## config.mk

```make
export PLATFORM = sky130hd
export DESIGN_NAME = div_unit
export DESIGN_NICKNAME = d
export VERILOG_FILES = /design/src/rtl/div_unit_pkg.sv /design/src/rtl/div_step.sv /design/src/rtl/div_unit.sv
export SDC_FILE = /design/constraint.sdc
export NUM_CORES = 1
export LEC_CHECK = 0
export CORE_MARGIN = 1
export CORE_UTILIZATION = 55
export DETAILED_ROUTE_END_ITERATION = 16
export PLACE_DENSITY = 0.78
export SKIP_LAST_GASP = 1
export SLEW_MARGIN = 0
export SYNTH_ARGS = -nofsm -noshare
export SYNTH_HDL_FRONTEND = slang
export SYNTH_SLANG_ARGS = --single-unit
```

## constraint.sdc

```tcl
create_clock -name clock -period 3.8 [get_ports clock]
set_input_delay 0.38 -clock clock [delete_from_list [all_inputs] [get_ports clock]]
set_output_delay 0.38 -clock clock [all_outputs]
set_load 0.02 [all_outputs]
```

## src/rtl/div_unit_pkg.sv

```systemverilog
// rtl/div_unit_pkg.sv - shared constants, state encoding and helpers for the divider
package div_unit_pkg;

    localparam int DIV_WIDTH = 32;
    localparam int DIV_ITER  = 32;
    localparam int CNT_W     = $clog2(DIV_ITER);

    typedef enum logic [1:0] {
        IDLE = 2'd0,
        RUN  = 2'd1,
        FIX  = 2'd2,
        DONE = 2'd3
    } div_state_e;

    // Two's-complement magnitude; 0x80000000 maps to itself and is then read as unsigned.
    function automatic logic [DIV_WIDTH-1:0] magnitude(input logic [DIV_WIDTH-1:0] v,
                                                       input logic                 neg);
        return neg ? -v : v;
    endfunction

endpackage

```

## src/rtl/div_step.sv

```systemverilog
// rtl/div_step.sv - combinational 33-bit trial subtract with borrow-out
module div_step
    import div_unit_pkg::*;
(
    input  logic [DIV_WIDTH:0]   trial_i,
    input  logic [DIV_WIDTH-1:0] divisor_i,
    output logic [DIV_WIDTH-1:0] diff_o,
    output logic                 borrow_o
);

    // The partial remainder stays below the divisor, so a successful subtract never sets bit 32.
    logic diff_unused_msb;

    assign {borrow_o, diff_unused_msb, diff_o} = {1'b0, trial_i} - {2'b00, divisor_i};

endmodule

```

## src/rtl/div_unit.sv

```systemverilog
// rtl/div_unit.sv - 32-bit restoring divider, signed/unsigned, one quotient bit per cycle
module div_unit
    import div_unit_pkg::*;
(
    input  logic                 clock,
    input  logic                 reset,
    input  logic                 start,
    input  logic                 signed_op,
    input  logic [DIV_WIDTH-1:0] a,
    input  logic [DIV_WIDTH-1:0] b,
    output logic                 busy,
    output logic                 done,
    output logic                 div_by_zero,
    output logic [DIV_WIDTH-1:0] quotient,
    output logic [DIV_WIDTH-1:0] remainder
);

    div_state_e           state_q, state_d;
    logic [CNT_W-1:0]     cnt_q, cnt_d;
    logic [DIV_WIDTH-1:0] rem_q, rem_d;
    logic [DIV_WIDTH-1:0] dvd_q, dvd_d;
    logic [DIV_WIDTH-1:0] dvs_q, dvs_d;
    logic [DIV_WIDTH-1:0] a_raw_q, a_raw_d;
    logic                 a_neg_q, a_neg_d;
    logic                 b_neg_q, b_neg_d;
    logic                 zero_q, zero_d;
    logic [DIV_WIDTH-1:0] quot_q, quot_d;
    logic [DIV_WIDTH-1:0] remd_q, remd_d;
    logic                 dbz_q, dbz_d;

    logic [DIV_WIDTH:0]   trial;
    logic [DIV_WIDTH-1:0] step_diff;
    logic                 step_borrow;

    assign trial = {rem_q, dvd_q[DIV_WIDTH-1]};

    div_step u_step (
        .trial_i   (trial),
        .divisor_i (dvs_q),
        .diff_o    (step_diff),
        .borrow_o  (step_borrow)
    );

    always_comb begin
        state_d = state_q;
        cnt_d   = cnt_q;
        rem_d   = rem_q;
        dvd_d   = dvd_q;
        dvs_d   = dvs_q;
        a_raw_d = a_raw_q;
        a_neg_d = a_neg_q;
        b_neg_d = b_neg_q;
        zero_d  = zero_q;
        quot_d  = quot_q;
        remd_d  = remd_q;
        dbz_d   = dbz_q;

        case (state_q)
            IDLE: begin
                if (start) begin
                    a_neg_d = signed_op & a[DIV_WIDTH-1];
                    b_neg_d = signed_op & b[DIV_WIDTH-1];
                    dvd_d   = magnitude(a, signed_op & a[DIV_WIDTH-1]);
                    dvs_d   = magnitude(b, signed_op & b[DIV_WIDTH-1]);
                    a_raw_d = a;
                    rem_d   = '0;
                    cnt_d   = CNT_W'(DIV_ITER - 1);
                    zero_d  = (b == '0);
                    state_d = (b == '0) ? FIX : RUN;
                end
            end
            RUN: begin
                rem_d   = step_borrow ? trial[DIV_WIDTH-1:0] : step_diff;
                dvd_d   = {dvd_q[DIV_WIDTH-2:0], ~step_borrow};
                cnt_d   = cnt_q - 1'b1;
                if (cnt_q == '0) begin
                    state_d = FIX;
                end
            end
            FIX: begin
                if (zero_q) begin
                    quot_d = '1;
                    remd_d = a_raw_q;
                    dbz_d  = 1'b1;
                end else begin
                    // Sign flags are only ever set for signed operations.
                    quot_d = (a_neg_q ^ b_neg_q) ? -dvd_q : dvd_q;
                    remd_d = a_neg_q ? -rem_q : rem_q;
                    dbz_d  = 1'b0;
                end
                state_d = DONE;
            end
            DONE: begin
                state_d = IDLE;
            end
            default: begin
                state_d = IDLE;
            end
        endcase
    end

    always_ff @(posedge clock) begin
        if (reset) begin
            state_q <= IDLE;
            cnt_q   <= '0;
            rem_q   <= '0;
            dvd_q   <= '0;
            dvs_q   <= '0;
            a_raw_q <= '0;
            a_neg_q <= 1'b0;
            b_neg_q <= 1'b0;
            zero_q  <= 1'b0;
            quot_q  <= '0;
            remd_q  <= '0;
            dbz_q   <= 1'b0;
        end else begin
            state_q <= state_d;
            cnt_q   <= cnt_d;
            rem_q   <= rem_d;
            dvd_q   <= dvd_d;
            dvs_q   <= dvs_d;
            a_raw_q <= a_raw_d;
            a_neg_q <= a_neg_d;
            b_neg_q <= b_neg_d;
            zero_q  <= zero_d;
            quot_q  <= quot_d;
            remd_q  <= remd_d;
            dbz_q   <= dbz_d;
        end
    end

    assign busy        = (state_q == RUN) || (state_q == FIX);
    assign done        = (state_q == DONE);
    assign div_by_zero = dbz_q;
    assign quotient    = quot_q;
    assign remainder   = remd_q;

endmodule

```

==> impl_metrics.ini, run 1 <==
[clock_tree]
clock_sinks = 203
cts_buffers = 23
cts_tree = built
clkTransAtPathRegs_ps = 50
ctsResizeCount = 0
insertion_delay_ps = 510
cts_root_buf = clkbuf_16
hold_buffers = 0
clock_path_buffers = 3
cts_setup_buffers = 0
h-tree-depth = 1

[worst_setup_path]
worstSetupStartpointType = register
cp_max_fo = 6
crit_buf_inv = 0
critPathSlowestCell = or4_1
cpPeakStageDelay_ps = 610
worst-setup-path-type = reg2reg
crit_chain = or4_1, nor4_2, or3b_2, nor3_2, and3b_1, a21oi_1, xor2_1, nor2_1, a211oi_1
critPathArrivalTime_ps = 3620
cpLargestDelayFamily = simple AND/OR/NAND/NOR gates
required_ps = 4210
end_kind = register

[die]
die_h_um = 151.4
num_io_pins = 135
rows = 54
initial_core_util_pct = 56.23
core_area_sq_um = 21820
fp.dieW_um = 151.4
die_area_sq_um = 22910

[sta]
hold_violations = 0
fin_crit_ps = 3208
worst_pin_slew_ps = 1004
fin_tns_setup_ps = 0
maxSlewViolCount = 0
maxSlewHeadroom_pct = 32.87
max_freq_mhz = 311.7
setup_viol = 0
skew_ps = 8.568
timing.final.crit_share_pct = 84.41
rsz0062_at_grt = no

[run_status]
status = completed

[routing]
drt_pre_antenna_iters = 7
route.vias.total = 11508
drt-total-wl_um = 32760
drt_iter0_markers = 730
ant_nets = 0
vias_per_cell = 5.836
drc_errors = 0
wl_per_cell_um = 16.61

[global_route]
grt_max_degree = 74
grt_pass1_vias = 10311
grt_pass1_wl_um = 51940
antenna_found_initial = 0
grt-ovfl-total = 0
grtUsageTotal_pct = 28.25

[placed_design]
dpl.hpwl_um = 24330
portBuffers = 134
gp_congestion = 0.9128
dpl-instance-area_sq_um = 13770

[yosys]
ys_seq_area_share_pct = 33.12
yosysWarnings = 0
async_reset_ff_share_pct = 0
synth_edf_count = 0
netlist_area_sq_um = 12270
postSynthCellCount = 1606
avgSynthCellArea_sq_um = 7.641
synth_cell_types = 59
ys_ff_latch = 203
ys.flop_type = dfxtp_1
synth_nets = 1717

[pwr]
leakage_nw = 5.528
power_density_nw_per_um2 = 614.1
power_mw = 8.883
vdd_drop_max_mv = 0.3766

[cells_and_area]
area_growth_pct = 17.86
fill_cells = 1903
drive_gt1_share_pct = 4.849
design_area_sq_um = 14460
nNetsFinal = 1790

[flow_run]
maxCapViolCount = 0

[hold_path]
hold_class = in2reg
[worst register-to-register path, delay by kind of cell, from the launching register on]
family,cells,cell delay (ps)
flops,1,410
xor+xnor,1,200
compound gates,2,390
simple gates,6,2100
[worst paths after layout]
path                     from      endpoint  slack, ps  depth (start not counted)
setup / recovery     dvd_q[0]  quotient[29]        590                          9
hold / removal          reset   quotient[9]        280                          2
setup reg to reg     dvd_q[0]  quotient[29]        590                          9
hold reg to reg   a_raw_q[12]   a_raw_q[12]        450                          2
[cell type report]
| type | count | area, sq um | area share [%] |
|---|---|---|---|
| Antenna cell | 1 | 2.502 | 0.01730 |
| Clock buffer | 28 | 614.3 | 4.247 |
| Clock inverter | 9 | 72.57 | 0.5017 |
| Inverter | 64 | 240.2 | 1.661 |
| Multi-Input combinational cell | 1232 | 7597 | 52.53 |
| Sequential cell | 203 | 4065 | 28.11 |
| Tap cell | 280 | 350.3 | 2.422 |
| Timing Repair Buffer | 155 | 1521 | 10.52 |
[through the flow]
step	worst slack (ps)	cells	hold WS [ps]	util [%]
after floorplan	912.4	1606	431.9	-
after global placement	313.6	1934	441.4	63.12
after detailed placement	246.0	1934	447.9	63.12
after CTS	646.6	1971	262.6	66.27
after global routing	361.5	1971	274.4	66.27
final	592.3	1972	282.9	66.28
[cells by family after synthesis]
| kind of cell | synth area share (%) |
|---|---|
| buffers and inverters | 5.251 |
| AOI/OAI and AO/OA | 22.74 |
| muxes | 4.486 |
| adders and majority gates | 4.445 |
| DFF | 33.12 |
| and+or+nand+nor | 19.76 |
| xor gates and xnor gates | 10.21 |
[registers in the layout (all words and copies together) (netlist names)]
register and flops:
cnt_q 5, a_raw_q 32, a_neg_q 1, rem_q 32, quotient 32, b_neg_q 1, dvs_q 32, zero_q 1
div_by_zero 1, dvd_q 32, remainder 32, state_q 2
[layout by cell type (no fill, tap or decap), types with 53 or more instances in the layout]
cell type,synthesis,layout
inv_1,64,64
mux2i_1,55,55
o21ai_0,133,133
nand2_1,243,243
dfxtp_1,203,202
clkdlybuf4s50_1,0,133
a21oi_1,121,121
xnor2_1,63,63
a211oi_1,53,53
nor2_1,169,168
xor2_1,80,80
[layer usage]
layer / GRT usage, % / vias up / share of wire, %
met1: 39.68 / 5292 / 47
met5: 0 / - / 0
met2: 45.75 / 406 / 45
li1: - / 5765 / -
met4: 7.400 / 0 / 2.0
met3: 3.012 / 45 / 6.7
[power by group]
group	internal [mW]	switching, mW
clock network	1.20	0.851
logic	1.54	2.33
registers	2.57	0.384
[synth_stat cells, types with 9 or more instances]
master | n | area [sq um]
mux2i_1 | 55 | 550.5
clkbuf_1 | 96 | 360.4
a211oi_1 | 53 | 397.9
a2bb2oi_1 | 9 | 78.83
a21o_1 | 19 | 142.6
ha_1 | 42 | 525.5
inv_1 | 64 | 240.2
nand2_1 | 243 | 912.1
xor2_1 | 80 | 700.7
nor3_1 | 17 | 85.08
o22ai_1 | 26 | 162.7
nor4_1 | 9 | 56.30
dfxtp_1 | 203 | 4064
nor2_1 | 169 | 634.4
o41ai_1 | 12 | 105.1
o21ai_0 | 133 | 665.6
xnor2_1 | 63 | 551.8
a21oi_1 | 121 | 605.6
o31ai_1 | 26 | 195.2
nand3_1 | 12 | 60.06
a31oi_1 | 15 | 93.84
buf_1 | 9 | 33.78
nand4_1 | 10 | 62.56
nor2b_1 | 9 | 56.30
or4_1 | 10 | 75.07
No activity file was read; power rests on OpenSTA's default activity.
==> inputs of run 2 (changes only) <==
CORE_UTILIZATION = 52   (was 55)
PLACE_DENSITY = 0.77   (was 0.78)
clock period = 2.7 ns   (was 3.8 ns; I/O delays follow)
==> run 2 against run 1 <==
The flow now finishes with violations (negative setup slack). Setup slack got worse by 740 ps. Sequential power increased by 40%. Combinational power rose by 74%. Largest cell class unchanged. Highest routed layer unchanged.
==> impl_metrics.ini, run 2 (synthesis gave the netlist of run 1 again) <==
[die]
fp.dieW_um = 155.6
rows = 55
die_area_sq_um = 24220
num_io_pins = 135
core_area_sq_um = 22920
die_h_um = 155.6
initial_core_util_pct = 53.55

[cells_and_area]
multi_input_area_sq_um = 8134
diodes = 0
final_cell_mix = 241 x nand2_1, 195 x buf_4, 187 x dfxtp_1
final_common_cell = nand2_1
area_growth_pct = 36.12
layoutNonFillerInstCount = 2196
fill_cells = 1709
drive_gt1_share_pct = 19.97
nNetsFinal = 1978
final-seq-area_sq_um = 4094

[clock_tree]
clock_sinks = 203
cts_buffers = 23
h-tree-depth = 1
cts_root_buf = clkbuf_16
clock_path_buffers = 3
cts_tree = built
clkTransAtPathRegs_ps = 60
insertion_delay_ps = 510
hold_buffers = 0

[pwr]
swShare_pct = 39.72
p_seq_share_pct = 29.6
power.share.clock_pct = 22.2
vdd_drop_max_mv = 0.6493
power.switching_mw = 5.545
leakage_nw = 6.674
combPwrFrac_pct = 48.2
p_int_mw = 8.416
power_density_nw_per_um2 = 835.7

[placed_design]
dpl.hpwl_um = 26590
portBuffers = 134
dp_worst_setup_slack_ps = -503.2
gp_congestion = 0.9334
dpl.cell_count = 2128

[sta]
fin_ws_ps = -144.6
worst_pin_slew_ps = 832.7
maxSlewHeadroom_pct = 44.48
rsz0062_at_grt = yes
max_freq_mhz = 351.5
holdWs_ps = 231.9
fin_crit_ps = 2845
setup_viol = 19
maxSlewViolCount = 0
hold_violations = 0
skew_ps = 10.06
timing.final.crit_share_pct = 105.4

[flow_run]
maxCapViolCount = 0

[global_route]
grt_util_met2_pct = 50.65
grt_pass1_wl_um = 58470
met1_usage_pct = 38.49
antenna_found_initial = 0
global_route.usage.met3_pct = 3.694
grt.busiest_layer = met2
grt_max_degree = 98
grtUsageTotal_pct = 29.77
grt-ovfl-total = 0
grt_pass1_vias = 11729

[routing]
wl_per_cell_um = 17.18
drc_errors = 0
drt_iter0_markers = 1197
drt-total-wl_um = 37730
vias_per_cell = 5.757
drt_pre_antenna_iters = 5
ant_nets = 0
route.vias.total = 12642

[run_status]
violations = negative setup slack
status = finished with violations

[worst_setup_path]
cp_max_fo = 4
critical_path.startpoint = rem_q[0]
r2r-start = rem_q[0]
end_kind = register
worst-setup-path-type = reg2reg
worstSetupStartpointType = register
critPathArrivalTime_ps = 3230
required_ps = 3090

[hold_path]
hold_class = in2reg
hp-start = a[21]
[run 2: layout make-up]
class / instances / area share, %
Sequential cell: 203 / 24.51
Inverter: 64 / 1.453
Clock inverter: 9 / 0.4344
Tap cell: 313 / 2.344
Clock buffer: 32 / 4.127
Timing Repair Buffer: 343 / 18.44
Multi-Input combinational cell: 1232 / 48.69
[run 2: path summary, 6_finish.rpt]
check                     end  cells past startpoint  slack [ps]
setup reg to reg    rem_q[28]                     13        -140
hold / removal    a_raw_q[21]                      4         230
setup / recovery    rem_q[28]                     13        -140
hold reg to reg   a_raw_q[17]                      2         450
[run 2: repair_timing]
action | CTS | global route
buffers inserted | 13 | 12
gates cloned | 3 | 0
resized for setup | 58 | 97
pin swaps | 23 | 57
endpoints found under the setup margin | 46 | 57
[run 2: worst max-delay path: stages, from the launching register on]
cell and delay, ps:
dfxtp_4 360, buf_4 150, fa_2 390, a211o_1 310, o211ai_1 150, a211oi_2 160, buf_4 160, o2111ai_4 180
nand4b_1 140, a31oi_2 240, o41ai_2 100, buf_4 160, xnor2_2 130, o21ai_1 80
[run 2: through the flow]
| step | total power, mW | utilization, % | cell area [sq um] | setup TNS, ps |
|---|---|---|---|---|
| 2_1_floorplan | 8.071 | - | 12300 | -25.66 |
| 3_3_place_gp | 10.04 | 65.84 | 15090 | -9193 |
| 3_5_place_dp | 10.20 | 65.84 | 15090 | -12970 |
| 4_1_cts | 13.51 | 71.08 | 16290 | -1051 |
| 5_1_grt | 14.77 | 72.90 | 16700 | -3624 |
| 6_report | 13.96 | 72.90 | 16700 | -1090 |
[run 2: metal layers]
metal  part of all wire [%]  vias up
li1                       -     6144
met1                     43     5922
met4                    3.4        0
met2                     47      477
met5                      0        -
met3                    6.1       99
[run 2: power groups by stage]
stage               registers [mW]  clock network, mW  logic, mW
floorplan                     4.23                  0       3.84
global placement              4.13                  0       5.91
detailed placement            4.15                  0       6.05
CTS                           4.11               3.13       6.27
global route                  4.20               3.26       7.31
finish                        4.14               3.10       6.72
==> inputs of run 3 (changes only) <==
ABC_AREA = 1   (was unset)
CORE_ASPECT_RATIO = 0.8   (was unset)
CORE_UTILIZATION = 53   (was 52)
MAX_ROUTING_LAYER = met4   (was unset)
PLACE_DENSITY = 0.78   (was 0.77)
==> run 3 against run 2 <==
The run now ends clean. Register-to-register slack better by 350 ps. Die area rose by 13%. Cell area rose by 0.12%. Area after synthesis up 16%. Non-clock buffer count shrank 170. Clock power up 6.8%. Sequential power is essentially flat. Synthesized cell count is 45% higher. Sequential share of layout area is 0.21 points lower. Combinational power increased by 9.5%. Largest cell class unchanged.
==> impl_metrics.ini, run 3 <==
[routing]
drt_iter0_markers = 1655
drt_pre_antenna_iters = 6
ant_nets = 0
wl_per_cell_um = 16.79
drc_errors = 0
drt-total-wl_um = 47000
vias_per_cell = 5.575
route.vias.total = 15604

[pwr]
vdd_drop_max_mv = 0.9574
power_density_nw_per_um2 = 885.7
leakage_nw = 7.816

[global_route]
grtUsageTotal_pct = 35.17
antenna_found_initial = 3
grt_pass1_vias = 13821
grt_pass1_wl_um = 73800
grt_max_degree = 90
grt-ovfl-total = 0

[hold_path]
hp-start = reset
hold_class = in2reg
hold_end = cnt_q[4]
worstHoldPathCells = 2

[worst_setup_path]
critPathArrivalTime_ps = 2880
critical_path.startpoint = dvd_q[31]
worstSetupStartpointType = register
reg2reg_depth = 16
cpPeakStageDelay_ps = 440
critPathSlowestCell = fa_1
required_ps = 3090
crit_chain = inv_1, ha_1, inv_1, fa_1, nand3_1, nand3_1, nand2_1, nand2_1, nand2_1, nand2_1, nand2_1, nand2_1, nand2_1, nand3_1, nand2_1, a21oi_2
end_kind = register
r2r_slack_ps = 210
reg2reg_to = rem_q[28]
r2r-start = dvd_q[31]
cpMostUsedCell = nand2_1
worst-setup-path-type = reg2reg
cp_max_fo = 4

[yosys]
synth-simple-area-share_pct = 33.71
ys_top_cells_by_count = 584 x nand2_1, 340 x inv_1, 212 x nand3_1, 203 x a21oi_1, 203 x dfxtp_1
ys_ff_latch = 203
synth_nets = 2432
yosysTopAreaCell = dfxtp_1
synthMuxAreaShare_pct = 0
avgSynthCellArea_sq_um = 6.118
ys_seq_area_share_pct = 28.62
synth_cell_types = 46
ys.flop_type = dfxtp_1
synth_area_leaders = dfxtp_1 29%, nand2_1 15%, inv_1 9.0%
postSynthCellCount = 2321
netlist_area_sq_um = 14200
synth-xor-area-share_pct = 3.454
synth_edf_count = 0
async_reset_ff_share_pct = 0
synth-compound-area-share_pct = 17.82
synth_top_family_by_area = simple AND/OR/NAND/NOR gates
synth_top_area_share_pct = 28.62
yosysWarnings = 0
yosys.cell_count.top_type = nand2_1
synth_fa_ha_area_share_pct = 3.842

[sta]
skew_ps = 40.87
fin_tns_setup_ps = 0
maxSlewViolCount = 0
rsz0062_at_grt = no
setup_viol = 0
timing.final.crit_share_pct = 92.37
worst_pin_slew_ps = 784.5
fin_crit_ps = 2494
max_freq_mhz = 401.0
maxSlewHeadroom_pct = 47.69
holdWs_ps = 187.7
hold_violations = 0
fin_ws_ps = 206.1

[cells_and_area]
fill_cells = 2554
nNetsFinal = 2535
final_cell_mix = 583 x nand2_1, 337 x inv_1, 212 x nand3_1
final_common_cell = nand2_1
area_growth_pct = 17.78
drive_gt1_share_pct = 6.514
layoutNonFillerInstCount = 2799

[placed_design]
dpl.hpwl_um = 36180
portBuffers = 134
dp_worst_setup_slack_ps = 209.5
dpl.cell_count = 2755
gp_congestion = 1.018

[flow_run]
maxCapViolCount = 0

[clock_tree]
hold_buffers = 0
clkTransAtPathRegs_ps = 60
cts_root_buf = clkbuf_16
cts_buffers = 24
cts_tree = built
h-tree-depth = 1
clock_sinks = 203
clock_path_buffers = 3
insertion_delay_ps = 550
cts_setup_buffers = 0

[die]
num_io_pins = 135
fp.dieW_um = 185.0
rows = 53
die_h_um = 148.4
core_area_sq_um = 26330
initial_core_util_pct = 53.94
die_area_sq_um = 27450

[run_status]
status = completed
## run 3: changes by cell type after synthesis, sizes merged, moves of 26 or more
cell    change
xor2       -44
o21ai      +46
nand3     +210
a21oi      +88
nand2     +355
xnor2      -43
a211oi     -53
clkbuf     -36
mux2i      -55
o22ai      -26
inv       +292
## run 3: how the worst max path moves through the flow
stage           endpoint  slack, ps
3_5_place_dp   rem_q[19]        210
4_1_cts        rem_q[19]        160
2_1_floorplan  rem_q[28]        710
6_report       rem_q[28]        210
3_3_place_gp   rem_q[19]        180
5_1_grt        rem_q[28]         60
## run 3: cell families after synthesis
family                   count (synthesis)
flip-flops                             203
adder cells (fa/ha/maj)                 43
AO/OA/AOI/OAI                          466
XOR/XNOR                                56
AND/OR/NAND/NOR                       1096
buffers and inverters                  457
## run 3: stage by stage
stage                     utilization, %  area, sq um  power, mW
after floorplan                        -        14200      9.121
after global placement             60.50        15930      11.27
after detailed placement           60.50        15930      11.37
after CTS                          63.51        16720      14.71
after global routing               63.53        16720      15.84
final                              63.53        16720      14.81
## run 3: final cells by class
cell class	count	area, sq um	area share, %
timing repair buffer	173	1694	10.13
multi-input combinational	1661	8369	50.04
tap	357	446.7	2.671
inverter	361	1355	8.102
antenna	1	2.502	0.01496
sequential	203	4064	24.30
clock buffer	32	630.6	3.770
clock inverter	11	162.7	0.9725
## run 3: timing repair
action | in CTS | in global routing
resized for setup | 0 | 1
endpoints found under the hold margin | 0 | 0
setup endpoints to repair | 0 | 1
## run 3: power breakdown
group	internal [mW]	total (mW)	switching [mW]
registers	3.70	4.15	0.442
clock network	1.95	3.31	1.36
logic	2.42	7.36	4.94
## run 3: critical path, delay by kind of cell (launching register included)
family	cells	cell delay [ps]
AND/OR/NAND/NOR	11	1220
adder cells (fa/ha/maj)	2	590
flip-flops	1	310
buffers and inverters	2	180
AO/OA/AOI/OAI	1	50
## run 3: routing by layer
layer,vias to the layer above,GRT usage [%],part of all wire [%]
met5,-,-,0
met4,0,5.537,1.4
met3,47,6.489,9.3
met2,656,49.79,41
met1,7179,52.14,49
li1,7722,-,-
